## src/rtl/shift_pkg.sv

```systemverilog
// Shared constants, opcode encodings and queue entry layout for the shift issue stage.
package shift_pkg;
  localparam int WIDTH_DEF  = 32;
  localparam int TAG_W_DEF  = 5;
  localparam int OP_VAR_BIT = 2;

  localparam logic [2:0] OP_SLL  = 3'b000;
  localparam logic [2:0] OP_SRL  = 3'b001;
  localparam logic [2:0] OP_SRA  = 3'b010;
  localparam logic [2:0] OP_SLLV = 3'b100;
  localparam logic [2:0] OP_SRLV = 3'b101;
  localparam logic [2:0] OP_SRAV = 3'b110;

  // Queue entry at default widths; the top packs the same field order.
  typedef struct packed {
    logic [WIDTH_DEF-1:0] data;
    logic [TAG_W_DEF-1:0] tag;
    logic                 err;
    logic                 zero;
  } shift_entry_t;

  localparam int ENTRY_W_DEF = $bits(shift_entry_t);

  // Low opcode bits 11 are unused encodings in both immediate and variable forms.
  function automatic logic op_illegal(input logic [2:0] op);
    return op[1:0] == 2'b11;
  endfunction
endpackage

```

## src/rtl/shift_out_fifo.sv

```systemverilog
// Two-entry in-order result queue with a registered ready flag.
module shift_out_fifo #(
  parameter int EW = 39
) (
  input  logic          clk,
  input  logic          rst,
  input  logic          i_push,
  input  logic [EW-1:0] i_din,
  input  logic          i_pop,
  output logic [EW-1:0] o_dout,
  output logic          o_valid,
  output logic          o_ready
);
  logic [EW-1:0] r_mem [2];
  logic          r_wp;
  logic          r_rp;
  logic [1:0]    r_cnt;
  logic          r_rdy;
  logic          w_push;
  logic          w_pop;
  logic [1:0]    w_cnt_nxt;

  // Push is only honoured when a slot is free; pop only when non-empty.
  assign w_push = i_push && r_rdy;
  assign w_pop  = i_pop && (r_cnt != 2'd0);

  // Next occupancy; ready is registered from it so a pop raises ready one cycle later.
  always_comb begin
    w_cnt_nxt = r_cnt;
    case ({w_push, w_pop})
      2'b10:   w_cnt_nxt = r_cnt + 2'd1;
      2'b01:   w_cnt_nxt = r_cnt - 2'd1;
      default: w_cnt_nxt = r_cnt;
    endcase
  end

  // Storage, 1-bit wrapping pointers, count and ready.
  always_ff @(posedge clk) begin
    if (rst) begin
      r_mem[0] <= '0;
      r_mem[1] <= '0;
      r_wp     <= 1'b0;
      r_rp     <= 1'b0;
      r_cnt    <= 2'd0;
      r_rdy    <= 1'b0;
    end else begin
      if (w_push) begin
        r_mem[r_wp] <= i_din;
        r_wp        <= ~r_wp;
      end
      if (w_pop) r_rp <= ~r_rp;
      r_cnt <= w_cnt_nxt;
      r_rdy <= (w_cnt_nxt != 2'd2);
    end
  end

  assign o_dout  = r_mem[r_rp];
  assign o_valid = (r_cnt != 2'd0);
  assign o_ready = r_rdy;
endmodule

```

## src/rtl/shifter.sv

```systemverilog
// Existing combinational barrel shifter: left, logical right or arithmetic right.
module shifter #(
  parameter int WIDTH = 32
) (
  input  logic [WIDTH-1:0] i_data,
  input  logic [4:0]       i_shamt,
  input  logic             i_direction,  // 1 = left
  input  logic             i_a_or_l,     // 1 = arithmetic (right only)
  output logic [WIDTH-1:0] o_result
);
  // Select shift flavour.
  always_comb begin
    o_result = '0;
    if (i_direction)   o_result = i_data << i_shamt;
    else if (i_a_or_l) o_result = $signed(i_data) >>> i_shamt;
    else               o_result = i_data >> i_shamt;
  end
endmodule

```

## src/rtl/shift_issue_stage.sv

```systemverilog
// Shift execute front end: resolves shift amount, drives the shifter,
// handles out-of-range variable shifts and queues results for write-back.
module shift_issue_stage
  import shift_pkg::*;
#(
  parameter int WIDTH = WIDTH_DEF,
  parameter int TAG_W = TAG_W_DEF
) (
  input  logic             clk,
  input  logic             rst,
  input  logic             in_valid,
  output logic             in_ready,
  input  logic [2:0]       in_op,
  input  logic [WIDTH-1:0] in_data,
  input  logic [WIDTH-1:0] in_rs,
  input  logic [4:0]       in_imm,
  input  logic [TAG_W-1:0] in_tag,
  output logic             out_valid,
  input  logic             out_ready,
  output logic [WIDTH-1:0] out_data,
  output logic [TAG_W-1:0] out_tag,
  output logic             out_err,
  output logic             out_zero
);
  localparam int EW = WIDTH + TAG_W + 2;

  logic             w_var;
  logic             w_ovf;
  logic             w_err;
  logic             w_left;
  logic             w_arith;
  logic [4:0]       w_shamt;
  logic [WIDTH-1:0] w_sh_out;
  logic [WIDTH-1:0] w_result;
  logic [EW-1:0]    w_din;
  logic [EW-1:0]    w_dout;

  assign w_var   = in_op[OP_VAR_BIT];
  assign w_err   = op_illegal(in_op);
  assign w_shamt = w_var ? in_rs[4:0] : in_imm;
  assign w_ovf   = w_var && (|in_rs[WIDTH-1:5]);
  assign w_left  = (in_op[1:0] == 2'b00);
  assign w_arith = (in_op[1:0] == 2'b10);

  shifter #(.WIDTH(WIDTH)) u_shifter (
    .i_data      (in_data),
    .i_shamt     (w_shamt),
    .i_direction (w_left),
    .i_a_or_l    (w_arith),
    .o_result    (w_sh_out)
  );

  // Illegal ops force zero; amounts >= 32 bypass the shifter with fill bits.
  always_comb begin
    w_result = w_sh_out;
    if (w_err)      w_result = '0;
    else if (w_ovf) w_result = w_arith ? {WIDTH{in_data[WIDTH-1]}} : '0;
  end

  assign w_din = {w_result, in_tag, w_err, (w_result == '0)};

  shift_out_fifo #(.EW(EW)) u_fifo (
    .clk     (clk),
    .rst     (rst),
    .i_push  (in_valid),
    .i_din   (w_din),
    .i_pop   (out_ready),
    .o_dout  (w_dout),
    .o_valid (out_valid),
    .o_ready (in_ready)
  );

  assign {out_data, out_tag, out_err, out_zero} = w_dout;
endmodule

```

## config.mk

```make
export PLATFORM = sky130hd
export DESIGN_NAME = shift_issue_stage
export DESIGN_NICKNAME = d
export VERILOG_FILES = /design/src/rtl/shift_pkg.sv /design/src/rtl/shift_out_fifo.sv /design/src/rtl/shifter.sv /design/src/rtl/shift_issue_stage.sv
export SDC_FILE = /design/constraint.sdc
export NUM_CORES = 1
export LEC_CHECK = 0
export ABC_AREA = 1
export ABC_CLOCK_PERIOD_IN_PS = 3000
export CAP_MARGIN = 20
export CORE_ASPECT_RATIO = 0.6
export CORE_MARGIN = 2
export CORE_UTILIZATION = 34
export CTS_BUF_LIST = sky130_fd_sc_hd__clkbuf_2
export DETAILED_ROUTE_END_ITERATION = 6
export DONT_BUFFER_PORTS = 1
export HOLD_SLACK_MARGIN = 0.12
export PLACE_DENSITY_LB_ADDON = 0.1
export SLEW_MARGIN = 10
export SYNTH_ARGS = -nofsm -noshare
export SYNTH_HDL_FRONTEND = slang
export SYNTH_SLANG_ARGS = --single-unit
```

## constraint.sdc

```tcl
create_clock -name clk -period 3 [get_ports clk]
set_clock_uncertainty 0.15 [all_clocks]
set_input_delay 0.45 -clock clk [delete_from_list [all_inputs] [get_ports clk]]
set_output_delay 0.45 -clock clk [all_outputs]
set_load 0.1 [all_outputs]
```

==> summary.md <==
| Metric | Value |
|---|---|
| Outcome | completed |
| Fin. max-slew vios | 0 |
| Starting Density | 34.88% |
| CP Buf/Inv Count | 1 |
| Seq/Total Area, Yosys | 30.30% |
| Die area | 25200 sq um |
| Sw Share | 50.39% |
| Fin. Hold Viols | 0 |
| RSZ-0062 raised after global routing | no |
| DIE HEIGHT | 123.8 um |
| Tcrit/Tclk final | 92.07% |
| R2R depth | 8 |
| RePlAce Congestion | 0.9381 |
| Synth Area in Compound Gates | 4.604% |
| Crit Path Max Fanout | 22 |
| Row cnt | 43 |
| TritonRoute pass-1 iters | 6 |
| Leading area contributor after synthesis | edfxtp_1 |
| Post-layout instance area | 8976 sq um |
| Clock share of power | 16.5% |
| TritonCTS clock tree | yes |
| R2r endpoint | u_fifo.o_ready$_SDFF_PP0_ |
| Register share of total power | 29.4% |
| GR Util All Layers | 24.85% |
| Htree depth | 3 |
| Ys Warns | 0 |
| Worst-Margin Slew | 0.5721 ns |
| Syn_nets | 1339 |
| Final wirelength | 31370 um |
| Switching pwr | 0.002491 W |
| Starting DRT DRC Count | 1375 |
| Largest net degree at the start of global routing | 71 |
| Via count | 8728 |
| Worst path cell trace | buf_4 -> mux2_2 |
| Cts bufs inserted | 9 |
| Simple-gate share of the synthesized area | 50.32% |
| Crit end category | primary output |
| Die width | 203.6 um |
| Final setup violation count | 0 |
| Post-Syn Instances | 1257 |
| Setup slack at placement | 0.07000 ns |
| Slowest cell on crit path | dfxtp_2 |
| Dpl cell area | 8695 sq um |
| Crit-path max cell delay | 0.74 ns |
| Tot Pwr | 0.004943 W |
| Remaining Overflow, GRT | 0 |
| Main combinational cell family by area after synthesis | simple AND/OR/NAND/NOR gates |
| Synthesized flop and latch total | 84 |
| Max_cap viols | 0 |
| Critical path depth | 2 |
| Wire per inst | 19.83 um |
| Fin nets | 1343 |
| Layout cells sized above 1 | 12.40% |
| CTS clk-pin slew, worst paths | 0.21 ns |
| Internal power | 0.002452 W |
| HPWL after DPL | 23980 um |
| Area grow syn2layout | 10.45% |
| Reg2reg setup slack | 0.82 ns |
| Reg area | 2464 sq um |
| Core Area | 23300 sq um |
| Root buffer cell | clkbuf_2 |
| Worst skew pair latency | 0.51 ns |
| Multiplexer share of the synthesized area | 5.404% |
| TNS Setup | 0 ns |
| Share of synthesized registers carrying an async set or reset | 0% |
| Largest delay contributor family on the critical path | flip-flops |
| DRC viols | 0 |
| Post-CTS setup buffers | 0 |
| Hold crit path type | reg -> reg |
| Area of the multi-input gates | 4945 sq um |
| Most frequent cell after synthesis | nand3_1 |
| Post-Synth XOR/XNOR Area | 0.2156% |
| CTS resizes | 0 |
| Setup ws final | 0.2380 ns |
| Worst Hold Depth | 1 |
| Max Root-Sink Buffers | 2 |
| Distinct cells, synth | 36 |
| Most used DFF post-synth | edfxtp_1 |
| Initial antenna violation count | 1 |
| Vias in the first global route | 7807 |
| Setup CP Type | reg -> out |
| Slew margin rel. | 61.86% |
| Worst VDD drop | 0.0002325 V |
| Port Buf Inserts | 0 |
| Final ANT Viol Nets | 0 |
| Ports | 122 |
| Pwr dens | 550.7 nW/um^2 |
| Top cells by area, synth | edfxtp_1 (29%), nand3_1 (23%), nand2_1 (17%), mux2_2 (5.4%), nor2_1 (5.3%) |
| Number of vias per cell | 5.517 |
| P_leak | 4.139 nW |
| Highest clock rate | 0.3621 GHz |
| Synth Area in Adders | 0.1540% |
| Top cell type's share of synthesized area | 28.82% |
| Syn avg cell area | 6.465 sq um |
| Global-route wire length before repair | 47510 um |
| Critical Path RT | 2.40 ns |
| Final min period | 2.762 ns |
| Cell area after synthesis | 8127 sq um |
| Hold slack | 0.3077 ns |
| Critical path endpoint | out_data[19] |
| Fillers | 2579 |
| Worst path arrival time | 2.16 ns |
| R2r startpoint | u_fifo.r_cnt[0]$_SDFF_PP0_ |
| Post-synth EDFFs | 78 |
| Top cells by count, synth | nand3_1 (375), nand2_1 (365), nor2_1 (115), edfxtp_1 (78), inv_1 (73) |
| Gate power share | 54.1% |
| Clk sinks | 84 |
| CP Launch Type | flip-flop |
-- metal layers --
layer | share of wire, % | wire length (um) | GRT usage, % | vias to the layer above
li1 | - | - | - | 4270
met1 | 52 | 16250 | 40.51 | 4017
met2 | 37 | 11640 | 31.95 | 431
met3 | 11 | 3343 | 7.195 | 10
met4 | 0.41 | 130 | 2.053 | 0
met5 | 0 | 0 | 0 | -
-- power groups by stage --
stage	registers, W	clock network (W)	logic (W)
2_1_floorplan	0.00147	0	0.00210
3_3_place_gp	0.00148	0	0.00264
3_5_place_dp	0.00148	0	0.00262
4_1_cts	0.00146	0.000840	0.00264
5_1_grt	0.00147	0.000885	0.00284
6_report	0.00146	0.000815	0.00267
-- worst min path at each step --
stage / start / endpoint / slack, ns
floorplan: u_fifo.r_rp$_SDFFE_PP0P_ / flip-flop / 0.28
global placement: u_fifo.r_rp$_SDFFE_PP0P_ / flip-flop / 0.28
detailed placement: u_fifo.r_rp$_SDFFE_PP0P_ / flip-flop / 0.28
CTS: u_fifo.r_rp$_SDFFE_PP0P_ / flip-flop / 0.31
global route: in_op[0] / u_fifo.r_mem[0][29]$_SDFFCE_PN0P_ / 0.31
finish: u_fifo.r_rp$_SDFFE_PP0P_ / flip-flop / 0.31
-- cells by family (layout without fill, tap and decap cells) --
logic type / after synthesis / after routing
multiplexers: 39 / 39
buffers and inverters: 157 / 166
AND/OR/NAND/NOR: 909 / 909
XOR/XNOR: 2 / 2
other: 0 / 1
flip-flops: 84 / 84
AO/OA/AOI/OAI: 65 / 65
adder cells (fa/ha/maj): 1 / 1
-- placed cells by master, fill, tap and decap left out, drive strengths merged --
cell	n
or2	2
edfxtp	78
buf	61
o21a	1
ha	1
nand2	380
nand3	383
xor2	2
clkbuf	11
dfxtp	6
diode	1
nor3	1
o21ai	23
inv	78
a21oi	32
nand3b	1
o21bai	1
a31oi	2
o211ai	6
dlygate4sd3	10
bufinv	4
nor2	121
nand4	16
clkinv	2
nor4	5
mux2	39
-- stage by stage --
stage          cells  util (%)
6_report        1582     38.53
5_1_grt         1582     38.53
4_1_cts         1581     38.52
3_5_place_dp    1555     37.32
3_3_place_gp    1555     37.32
2_1_floorplan   1257         -
-- area by class of cell --
class                           count  area share (%)
Antenna cell                        1         0.02788
Clock buffer                       11          0.6133
Clock inverter                      5           1.380
Inverter                           79           3.304
Multi-Input combinational cell   1016           55.09
Sequential cell                    84           27.45
Tap cell                          315           4.391
Timing Repair Buffer               71           7.750
-- registers in the layout (all words and copies together), names as in the netlist, named ones only --
signal,cells
u_fifo.r_wp,1
u_fifo.o_ready,1
u_fifo.r_mem,78
u_fifo.r_cnt,2
u_fifo.r_rp,1
-- timing repair --
item | 4_1_cts | 5_1_grt
hold buffers | 10 | 0
endpoints found under the hold margin | 18 | 0
setup endpoints to repair | 0 | 0
Power figures use the tool's default switching activity.
